File: config.mk
export PLATFORM = sky130hd
export DESIGN_NAME = add_issue_arbiter
export DESIGN_NICKNAME = d
export VERILOG_FILES = /design/src/rtl/add_issue_arbiter.sv
export SDC_FILE = /design/constraint.sdc
export NUM_CORES = 1
export LEC_CHECK = 0
export ABC_AREA = 1
export BUFFER_PORTS_ARGS = -buffer_cell sky130_fd_sc_hd__buf_2
export CAP_MARGIN = 20
export CORE_AREA = 2 2 155 157
export CTS_BUF_LIST = sky130_fd_sc_hd__clkbuf_4
export DETAILED_ROUTE_END_ITERATION = 12
export DIE_AREA = 0 0 157 159
export PLACE_DENSITY_LB_ADDON = 0.25
export SLEW_MARGIN = 10
export SYNTH_ARGS = -nofsm -noshare
export SYNTH_HDL_FRONTEND = slang
export SYNTH_SLANG_ARGS = --single-unit
export TNS_END_PERCENT = 50
File: constraint.sdc
create_clock -name clk -period 4.1 [get_ports clk]
set_clock_uncertainty 0.05 [all_clocks]
set_input_delay 0.615 -clock clk [delete_from_list [all_inputs] [get_ports clk]]
set_output_delay 0.615 -clock clk [all_outputs]
set_load 0.01 [all_outputs]
File: src/rtl/add_issue_arbiter.sv
// add_issue_arbiter: round-robin issue of operand pairs into one shared pipelined 32-bit adder, with tagged response routing.
// Define ADD_ARB_PERF_EN to add per-requester grant counters and a busy-cycle counter.
module add_issue_arbiter #(
  parameter int NREQ    = 4,
  parameter int ADD_LAT = 3,
  parameter int IDW     = 2
) (
  input  logic                 clk,
  input  logic                 reset,
  input  logic [NREQ-1:0]      req_valid,
  output logic [NREQ-1:0]      req_ready,
  input  logic [NREQ*32-1:0]   req_a,
  input  logic [NREQ*32-1:0]   req_b,
  input  logic                 hold,
  output logic [31:0]          adder_a,
  output logic [31:0]          adder_b,
  input  logic [31:0]          adder_sum,
  input  logic                 adder_cout,
  output logic [NREQ-1:0]      rsp_valid,
  output logic [31:0]          rsp_sum,
  output logic                 rsp_cout
`ifdef ADD_ARB_PERF_EN
  ,
  output logic [NREQ*16-1:0]   grant_cnt,
  output logic [15:0]          busy_cnt
`endif
);
  logic [IDW-1:0]             r_ptr;
  logic [IDW-1:0]             w_gid;
  logic                       w_fire;
  logic [NREQ-1:0]            w_grant;
  logic [ADD_LAT:0]           r_tv;
  logic [ADD_LAT:0][IDW-1:0]  r_tid;
  // Scan from farthest to nearest after ptr so the nearest valid requester wins.
  always_comb begin
    w_gid  = '0;
    w_fire = 1'b0;
    for (int k = NREQ; k >= 1; k--) begin
      if (!hold && req_valid[(int'(r_ptr) + k) % NREQ]) begin
        w_gid  = IDW'((int'(r_ptr) + k) % NREQ);
        w_fire = 1'b1;
      end
    end
    w_grant = w_fire ? NREQ'(1) << w_gid : '0;
  end
  assign req_ready = w_grant;
  always_ff @(posedge clk or negedge reset) begin
    if (!reset) begin
      adder_a   <= '0;
      adder_b   <= '0;
      r_ptr     <= IDW'(NREQ - 1);
      r_tv      <= '0;
      r_tid     <= '0;
      rsp_valid <= '0;
      rsp_sum   <= '0;
      rsp_cout  <= 1'b0;
    end else begin
      if (w_fire) begin
        adder_a <= req_a[32*int'(w_gid) +: 32];
        adder_b <= req_b[32*int'(w_gid) +: 32];
        r_ptr   <= w_gid;
      end
      r_tv      <= {r_tv[ADD_LAT-1:0], w_fire};
      r_tid     <= {r_tid[ADD_LAT-1:0], w_gid};
      rsp_valid <= r_tv[ADD_LAT] ? NREQ'(1) << r_tid[ADD_LAT] : '0;
      if (r_tv[ADD_LAT]) begin
        rsp_sum  <= adder_sum;
        rsp_cout <= adder_cout;
      end
    end
  end
`ifdef ADD_ARB_PERF_EN
  always_ff @(posedge clk or negedge reset) begin
    if (!reset) begin
      grant_cnt <= '0;
      busy_cnt  <= '0;
    end else begin
      for (int i = 0; i < NREQ; i++)
        if (w_grant[i] && grant_cnt[16*i +: 16] != 16'hFFFF)
          grant_cnt[16*i +: 16] <= grant_cnt[16*i +: 16] + 16'd1;
      if (|r_tv && busy_cnt != 16'hFFFF) busy_cnt <= busy_cnt + 16'd1;
    end
  end
`endif
endmodule

==> results.md, run 1 <==
- Hold crit path type: in -> async
- Number of cell rows: 56
- Final Hold Fails: 0
- WS Path Type: reg -> out
- HPWL Detailed: 18200 um
- Share of layout cells above drive strength 1: 35.3%
- Synth Instances: between 900 and 1000
- Detailed Route WL: 25900 um
- Die ar.: about 25000 um2
- Synth cell types: 22
- EDFF count, synth: 0
- Avg Synthesized Cell Area: 7.01 um2
- Vias per std cell: between 4 and 5
- R2r startpoint: r_ptr[0]
- Rel. slew slack: 43.8%
- Initial core utilization: 28.5%
- Port bufs: 400
- # IOs: 401
- Main combinational cell family by area after synthesis: simple AND/OR/NAND/NOR gates
- Post-synthesis mux area share: 0%
- Dpl cells: 1597
- GPL Wtd Cong: 0.863
- CTS buffer count: 17
- Setup crit end kind: output pin
- R2R setup slack: ~1.1 ns
- Fin worst setup slack: 0.528 ns
- Wirelength per Cell: 15.9 um
- Crit path DAT: 2.91 ns
- # Max-Cap Violations: 0
- Pre-CTS setup slack: 1.02 ns
- DR vias: 7767
- Cts repair resizes: 0
- Clk pin slew, worst setup/hold paths: 0.13 ns
- Syn nets: 1240
- Non-Filler Instances: 1634
- Status: complete, no violations
- Vias in the first global route: 7548
- Skew-Pair Late Insertion Delay: about 0.54 ns
- Main synth FF type: dfrtp_1
- DRT Pass-1 Iters: 5
- Fin crit share: 87.1%
- Seq/Total Area, Yosys: 43.5%
- DRC viols: 0
- Count of final setup violators: 0
- Die Wd: 157 um
- Cell area after layout: 9050 um2
- Lkg Pwr: 5.05 nW
- VDD IR-drop max: 0.855 mV
- Final hold slack: 0.102 ns
- Core box area: 23200 um2
- Final Max Slew Viols: 0
- TritonCTS clock tree: built
- Maximum fanout along the worst path: 43
- Final global-route overflow total: 0
- First-pass GRT wire length: 40500 um
- Initial DRC count: 576
- Synth Area in Compound Gates: 0.0756%
- Max Freq: 280 MHz
- Yosys reg bits: around 120
- R2r worst-path depth: 14
- CTS H-Tree Depth: 4
- Tot GR Track Use: 20.7%
- Yosys warns: 0
- Pwr/cell area: 933 nW/um2
- Nets: 1593
- Area after DPL: 8720 um2
- WP data required: 3.43 ns
- RSZ-0062 raised after global routing: no
- Startpoint Class: register
- Pin count of the biggest net entering global routing: 91
- Setup repair bufs after CTS: 0
- Initial antenna violation count: 7
- Synth Area in Adders: 0%
- Clock Sink Count: 115
- Xor/xnor cell area share of the yosys netlist: 0%
- Fin crit period: 3.57 ns
- Final antenna-violating net count: 0
- Hold Buf Count CTS: 0
- Mapped Area: ~6600 um2
- Simple-gate share of the synthesized area: 48.9%
- Share of flip-flops with an asynchronous set or reset: 100%
- Critical R2R Capture: adder_a[0]
- Final TNS setup: 0 ns
- CTS Root Buffer Type: clkbuf_4
- Die Y: 159 um
- Worst-margin pin slew: approximately 0.84 ns
- Area Overhead vs Synth: 36.7%
- Worst-case clock buffer depth: 2
==> logic make-up (layout without fill, tap and decap cells) <==
group	count (synthesis)	after routing
AOI/OAI and AO/OA	1	1
other	0	5
and+or+nand+nor	740	740
buffers and inverters	88	454
DFF	115	115
==> worst max-delay path, cell delays in order (launching register included) <==
cell,delay (ns)
dfstp_2,0.68
nand2_1,0.10
nand2_1,0.12
nand2_1,0.06
nand2_1,0.07
nand3_1,0.15
nand2_1,0.14
nand2_4,0.19
nand2_4,0.45
inv_2,0.09
nor3_2,0.16
buf_2,0.16
==> flip-flops by register name, summed over array words and instances (netlist names) <==
register   flops
rsp_valid      4
adder_a       32
rsp_cout       1
rsp_sum       32
r_tv           4
r_ptr          2
r_tid          8
adder_b       32
==> worst max-delay path by stage <==
stage | slack, ns | endpoint | startpoint | cells after the start
3_5_place_dp | 1.02 | req_ready[0] | req_valid[2] | 12
2_1_floorplan | 1.66 | req_ready[0] | r_ptr[0] | 13
6_report | 0.53 | req_ready[0] | r_ptr[0] | 11
3_3_place_gp | 1.06 | req_ready[0] | req_valid[2] | 12
4_1_cts | 0.42 | req_ready[0] | r_ptr[0] | 11
5_1_grt | 0.19 | req_ready[0] | r_ptr[0] | 11
==> cells in the final DEF (no fill, tap or decap), types with 3 or more instances in the layout <==
| master | Yosys | final |
|---|---|---|
| buf_2 | 26 | 399 |
| nand2_1 | 390 | 388 |
| nand3_1 | 331 | 330 |
| dfrtp_1 | 113 | 113 |
| clkbuf_4 | 0 | 17 |
| buf_4 | 29 | 11 |
| nor2_1 | 6 | 6 |
| inv_6 | 0 | 6 |
| diode_2 | 0 | 5 |
| inv_1 | 6 | 5 |
| inv_2 | 3 | 4 |
| nor3_1 | 4 | 4 |
| nand2_2 | 3 | 3 |
| nand2_4 | 1 | 3 |
| clkinvlp_4 | 0 | 3 |
| bufinv_16 | 0 | 3 |
==> layer usage <==
| metal | global-route usage, % | up-vias | share of wire, % |
|---|---|---|---|
| li1 | - | 3827 | - |
| met1 | 26.3 | 3569 | 42 |
| met2 | 33.3 | 322 | 46 |
| met3 | 5.77 | 47 | 8.3 |
| met4 | 8.13 | 2 | 2.9 |
| met5 | 0 | - | 0.050 |
==> through the flow <==
step	utilization (%)	total power, mW
after floorplan	-	6.00
after global placement	37.6	7.52
after detailed placement	37.6	7.59
after CTS	39.0	8.58
after global routing	39.0	9.38
final	39.0	8.44
==> report_power, final <==
group / total (mW) / switching, mW / internal (mW) / leakage (nW)
clock network: 0.972 / 0.532 / 0.440 / 0.163
logic: 5.40 / 3.62 / 1.78 / 3.51
registers: 2.07 / 0.315 / 1.75 / 1.38
total: 8.44 / 4.47 / 3.97 / 5.05
==> Yosys cell counts (2+ instances only) <==
library cell | n | share of area, %
inv_2 | 3 | 0.17
buf_6 | 3 | 0.51
buf_4 | 29 | 3.3
buf_2 | 26 | 2.0
nand2_2 | 3 | 0.28
inv_1 | 6 | 0.34
dfstp_2 | 2 | 0.79
dfrtp_1 | 113 | 43
nand3_1 | 331 | 25
clkbuf_1 | 13 | 0.74
nor3_1 | 4 | 0.30
buf_1 | 7 | 0.40
nor2_1 | 6 | 0.34
nand2_1 | 390 | 22
==> final cells by class <==
cell class	instances	area [um2]
clock inverter	15	194
clock buffer	17	128
antenna	5	12.5
multi-input combinational	741	3280
tap	319	399
fill	2556	14100
sequential	115	2880
inverter	10	40.0
timing repair buffer	412	2120
(Power assumes the default switching activity.)
==> run 2: changes to the inputs <==
CELL_PAD_IN_SITES_DETAIL_PLACEMENT = 1   (was default)
CELL_PAD_IN_SITES_GLOBAL_PLACEMENT = 2   (was default)
CORE_AREA = default   (was 2 2 155 157)
CORE_ASPECT_RATIO = 0.6   (was default)
CORE_UTILIZATION = 24   (was default)
DIE_AREA = default   (was 0 0 157 159)
==> results.md, run 2 (synthesis gave the netlist of run 1 again) <==
- Status: complete, no violations
- Die ar.: 28300 um2 (+13%)
- Clock Sink Count: 115 (unchanged)
- VDD IR-drop max: 0.511 mV (-40%)
- Clk pin slew, worst setup/hold paths: 0.12 ns (about the same)
- Detailed Route WL: 30700 um (+19%)
- Area Overhead vs Synth: 37.2%
- Max Used Layer: met5
- R2r worst-path depth: 12 (-2)
- Tot GR Track Use: 21.6% (+0.88 points)
- DRT Pass-1 Iters: 5 (unchanged)
- Setup crit end kind: output pin
- WP data required: 3.43 ns (about the same)
- Min-Delay Startpoint: adder_sum[29]
- Final Hold Fails: 0 (unchanged)
- Initial antenna violation count: 2 (-5)
- Metal2 WL: 13900 um (+16%)
- CTS H-Tree Depth: 4 (unchanged)
- Share of layout cells above drive strength 1: 34.9% (-0.38 points)
- Worst-case clock buffer depth: 2 (unchanged)
- RSZ-0062 raised after global routing: no
- Vias in the first global route: 7815 (+3.5%)
- Vias per std cell: 4.69 (-1.4%)
- WHS Path Cells: 3
- Final TNS setup: 0 ns (unchanged)
- Pre-CTS setup slack: 0.878 ns (-0.147 ns)
- DRC viols: 0 (unchanged)
- Skew-Pair Late Insertion Delay: 0.58 ns (+0.04 ns)
- Final global-route overflow total: 0 (unchanged)
- M1 WL: 14700 um (+34%)
- Pin count of the biggest net entering global routing: 80 (-12%)
- Initial DRC count: 459 (-20%)
- Startpoint Class: register
- Port bufs: 400 (unchanged)
- Met3 routed WL: 1720 um (-20%)
- Worst-margin pin slew: 0.855 ns (+0.0119 ns)
- Most frequent cells in the layout: 399 x buf_2, 388 x nand2_1, 330 x nand3_1
- # IOs: 401 (unchanged)
- Final hold slack: 0.165 ns (+0.0631 ns)
- Fin worst setup slack: 0.398 ns (-0.131 ns)
- Top Registers: adder_a: 32 flops, adder_b: 32 flops, rsp_sum: 32 flops
- Critical R2R Capture: adder_b[4]
- First-pass GRT wire length: 46700 um (+15%)
- Most common cell after layout, fill and taps aside: buf_2
- Hold Path Sink: rsp_sum[29]
- Non-Filler Instances: 1670 (+2.2%)
- TritonCTS clock tree: built
- Hold crit path type: in -> reg
- Die Wd: 216 um (+38%)
- R2r startpoint: r_ptr[0]
- Maximum fanout along the worst path: 36 (-16%)
- Final antenna-violating net count: 0 (unchanged)
- Cell area after layout: 9080 um2 (+0.36%)
- Pwr/cell area: 949 nW/um2 (+1.8%)
- CTS buffer count: 17 (unchanged)
- WS Path Type: reg -> out
- Fin crit share: 90.3% (+3.2 points)
- Number of cell rows: 46 (-18%)
- Lkg Pwr: 5.04 nW (-0.15%)
- CTS Root Buffer Type: clkbuf_4
- ANT cells: 0 (-5)
- Core box area: 26800 um2 (+15%)
- Area after DPL: 8790 um2 (+0.82%)
- Final Max Slew Viols: 0 (unchanged)
- GPL Wtd Cong: 0.814 (-5.7%)
- Fin crit period: 3.70 ns (+0.131 ns)
- Initial core utilization: 24.7% (-3.8 points)
- Dpl cells: 1639 (+2.6%)
- Die Y: 131 um (-18%)
- DR vias: 7825 (+0.75%)
- Crit path DAT: 3.04 ns (+0.13 ns)
- Max Freq: 270 MHz (-3.5%)
- Wirelength per Cell: 18.4 um (+16%)
- Count of final setup violators: 0 (unchanged)
- Nets: 1595 (+0.13%)
- HPWL Detailed: 22200 um (+22%)
- Rel. slew slack: 43.0% (-0.80 points)
- # Max-Cap Violations: 0 (unchanged)
- R2R setup slack: 0.83 ns (-0.26 ns)
## run 2: cell count changes in the layout (fill, tap and decap cells not counted), sizes merged
| cell | before | now |
|---|---|---|
| dlygate4sd3 | 0 | 1 |
| clkinv | 2 | 6 |
| clkbuf | 17 | 18 |
| inv | 17 | 10 |
| diode | 5 | 0 |
| buf | 412 | 413 |
## run 2: final cells by class
cell class	instances	area (um2)
Inverter	10	40.0
Clock inverter	12	141
Multi-Input combinational cell	741	3290
Fill cell	3497	17700
Timing Repair Buffer	414	2150
Tap cell	360	450
Clock buffer	18	135
Sequential cell	115	2880
## run 2: repair_timing
item | CTS | global route
endpoints found under the hold margin | 36 | 0
hold buffers | 1 | 0
setup buffers | 0 | 0
setup endpoints to repair | 0 | 1
resized for setup | 0 | 1
## run 2: how the worst max path moves through the flow
stage                  from            to  slack (ns)  cells past startpoint
4_1_cts            r_ptr[0]  req_ready[0]        0.20                     11
5_1_grt            r_ptr[0]  req_ready[0]        0.11                     11
2_1_floorplan      r_ptr[0]  req_ready[0]        1.66                     13
6_report           r_ptr[0]  req_ready[0]        0.40                     11
3_5_place_dp   req_valid[2]  req_ready[0]        0.88                     12
3_3_place_gp   req_valid[2]  req_ready[0]        0.88                     12
## run 2: report_power, final
group	internal [mW]	switching, mW
sequential	1.75	0.309
combinational	1.81	3.85
clock	0.413	0.485
total	3.98	4.64
## run 2: worst max-delay path: stages, from the launching register on
cell and delay (ns):
dfstp_2 0.68, nand2_1 0.11, nand2_1 0.13, nand2_1 0.07, nand2_1 0.08, nand3_1 0.16
nand2_1 0.15, nand2_4 0.27, nand2_8 0.30, inv_2 0.09, nor3_2 0.22, buf_2 0.18
## run 2: metal layers
metal,up-vias,track usage (%)
met1,3768,29.8
met3,31,5.81
met2,202,33.5
li1,3820,-
met5,-,0
met4,4,5.51
## run 2: metrics by stage
step | power, mW | util [%]
after global placement | 7.74 | 32.8
after CTS | 8.76 | 33.9
after detailed placement | 7.83 | 32.8
after global routing | 9.52 | 33.9
final | 8.62 | 33.9
after floorplan | 6.00 | -
==> run 3: changes to the inputs <==
RECOVER_POWER = 25   (was default)
==> results.md, run 3 (synthesis gave the netlist of run 1 again) <==
- Status: complete, but fails checks
- Violated checks: capacitance limit, slew limit
- Final global-route overflow total: 0 (unchanged)
- R2r worst-path depth: 12 (unchanged)
- Port bufs: 400 (unchanged)
- Initial antenna violation count: 2 (unchanged)
- Worst-margin pin slew: 2.26 ns (+1.41 ns)
- Fin crit share: 90.2% (about the same)
- CP delay by family, top: simple AND/OR/NAND/NOR gates
- Worst-case clock buffer depth: 2 (unchanged)
- Tot GR Track Use: 21.6% (unchanged)
- WP data required: 3.43 ns (about the same)
- Flip-flop and latch area: 2880 um2 (unchanged)
- Initial DRC count: 461 (+0.44%)
- WHS Path Cells: 3 (unchanged)
- Critical R2R Capture: adder_b[4]
- R2R setup slack: 0.83 ns (about the same)
- Rel. slew slack: -50.8% (-94 points)
- CTS H-Tree Depth: 4 (unchanged)
- # IOs: 401 (unchanged)
- Overall Power: 8.62 mW (about the same)
- Clk pin slew, worst setup/hold paths: 0.12 ns (about the same)
- Startpoint Class: register
- Maximum fanout along the worst path: 36 (unchanged)
- Final hold slack: 0.168 ns (+0.00306 ns)
- First-pass GRT wire length: 46700 um (unchanged)
- Clock Sink Count: 115 (unchanged)
- WS Path Type: reg -> out
- Wirelength per Cell: 18.4 um (-0.15%)
- Skew-Pair Late Insertion Delay: 0.58 ns (about the same)
- Lkg Pwr: 5.04 nW (-0.11%)
- Share of layout cells above drive strength 1: 34.7% (-0.23 points)
- Max Freq: 270 MHz (about the same)
- Crit path cell chain: nand2_1, nand2_1, nand2_1, nand2_1, nand3_1, nand2_1, nand2_4, nand2_8, inv_2, nor3_2, buf_2
- Die Wd: 216 um (unchanged)
- Count of final setup violators: 0 (unchanged)
- DRT Pass-1 Iters: 5 (unchanged)
- CTS buffer count: 17 (unchanged)
- Worst path slowest cell: dfstp_2
- DR vias: 7826 (+0.013%)
- VDD IR-drop max: 0.511 mV (about the same)
- Buffers and inverters on the worst path: 2 (unchanged)
- DRC viols: 0 (unchanged)
- Final Max Slew Viols: 72 (+72)
- Hold Path Sink: rsp_sum[29]
- Setup repair bufs after CTS: 0 (unchanged)
- Core box area: 26800 um2 (unchanged)
- # fillers: 3500 (+0.086%)
- Initial core utilization: 24.7% (unchanged)
- Fin crit period: 3.70 ns (-0.00236 ns)
- Setup crit end kind: output pin
- Hold crit path type: in -> reg
- Nets: 1595 (unchanged)
- Detailed Route WL: 30700 um (-0.15%)
- Most common cell after layout, fill and taps aside: buf_2
- Die Y: 131 um (unchanged)
- Dpl cells: 1639 (unchanged)
- Vias per std cell: 4.69 (about the same)
- Pin count of the biggest net entering global routing: 80 (unchanged)
- Min-Delay Startpoint: adder_sum[29]
- RSZ-0062 raised after global routing: no
- Area of the multi-input gates: 3290 um2 (unchanged)
- Worst path max stage delay: 0.68 ns (about the same)
- Final antenna-violating net count: 0 (unchanged)
- Most frequent cells in the layout: 399 x buf_2, 388 x nand2_1, 330 x nand3_1
- Pwr/cell area: 950 nW/um2 (+0.10%)
- Area Overhead vs Synth: 37.1% (about the same)
- Number of cell rows: 46 (unchanged)
- ANT cells: 0 (unchanged)
- Vias in the first global route: 7815 (unchanged)
- Final TNS setup: 0 ns (unchanged)
- R2r startpoint: r_ptr[0]
- TritonCTS clock tree: built
- CTS Root Buffer Type: clkbuf_4
- # Max-Cap Violations: 2 (+2)
- GPL Wtd Cong: 0.814 (unchanged)
- Final Hold Fails: 0 (unchanged)
- Die ar.: 28300 um2 (unchanged)
- Crit path DAT: 3.03 ns (about the same)
- HPWL Detailed: 22200 um (unchanged)
- Top Registers: adder_a: 32 flops, adder_b: 32 flops, rsp_sum: 32 flops
- Most common cell on crit path: nand2_1
- Non-Filler Instances: 1670 (unchanged)
-- run 3: changes by cell type in the layout (fill, tap and decap cells not counted) --
cell	change
clkbuf_1	+2
inv_1	+1
buf_4	-2
inv_2	-1
-- run 3: area by class of cell --
class	instances	share of cell area (%)
clock buffer	18	1.49
clock inverter	12	1.56
inverter	10	0.441
multi-input combinational	741	36.2
sequential	115	31.7
tap	360	4.96
timing repair buffer	414	23.6
-- run 3: power breakdown --
part / switching, mW / internal [mW]
registers: 0.309 / 1.75
logic: 3.85 / 1.82
clock network: 0.483 / 0.413
total: 4.64 / 3.98
-- run 3: how the worst max path moves through the flow --
stage / from / slack, ns / depth (start not counted) / to
6_report: r_ptr[0] / 0.40 / 11 / req_ready[0]
5_1_grt: r_ptr[0] / 0.11 / 11 / req_ready[0]
4_1_cts: r_ptr[0] / 0.20 / 11 / req_ready[0]
3_5_place_dp: req_valid[2] / 0.88 / 12 / req_ready[0]
3_3_place_gp: req_valid[2] / 0.88 / 12 / req_ready[0]
2_1_floorplan: r_ptr[0] / 1.66 / 13 / req_ready[0]
-- run 3: per-stage QoR --
stage	setup WS, ns	area [um2]	utilization [%]
floorplan	1.66	6620	-
global placement	0.882	8790	32.8
detailed placement	0.878	8790	32.8
global route	0.110	9070	33.9
CTS	0.196	9070	33.9
finish	0.400	9070	33.9
-- run 3: tightest hold or removal path: cells and delay by family --
family / cells / cell delay (ns)
buffers and inverters: 1 / 0.07
and+or+nand+nor: 2 / 0.09
-- run 3: layer usage --
layer | GRT usage, % | part of all wire, % | wire [um] | up-vias
met4 | 5.51 | 1.2 | 368 | 4
met2 | 33.5 | 45 | 13900 | 203
met3 | 5.81 | 5.6 | 1720 | 31
met1 | 29.8 | 48 | 14700 | 3766
li1 | - | - | - | 3822
met5 | 0 | 0.088 | 27 | -
-- run 3: repair_timing --
action	in CTS	in global routing
hold endpoints to repair	36	0
hold buffers	1	0
endpoints found under the setup margin	0	1
gates resized for setup	0	1
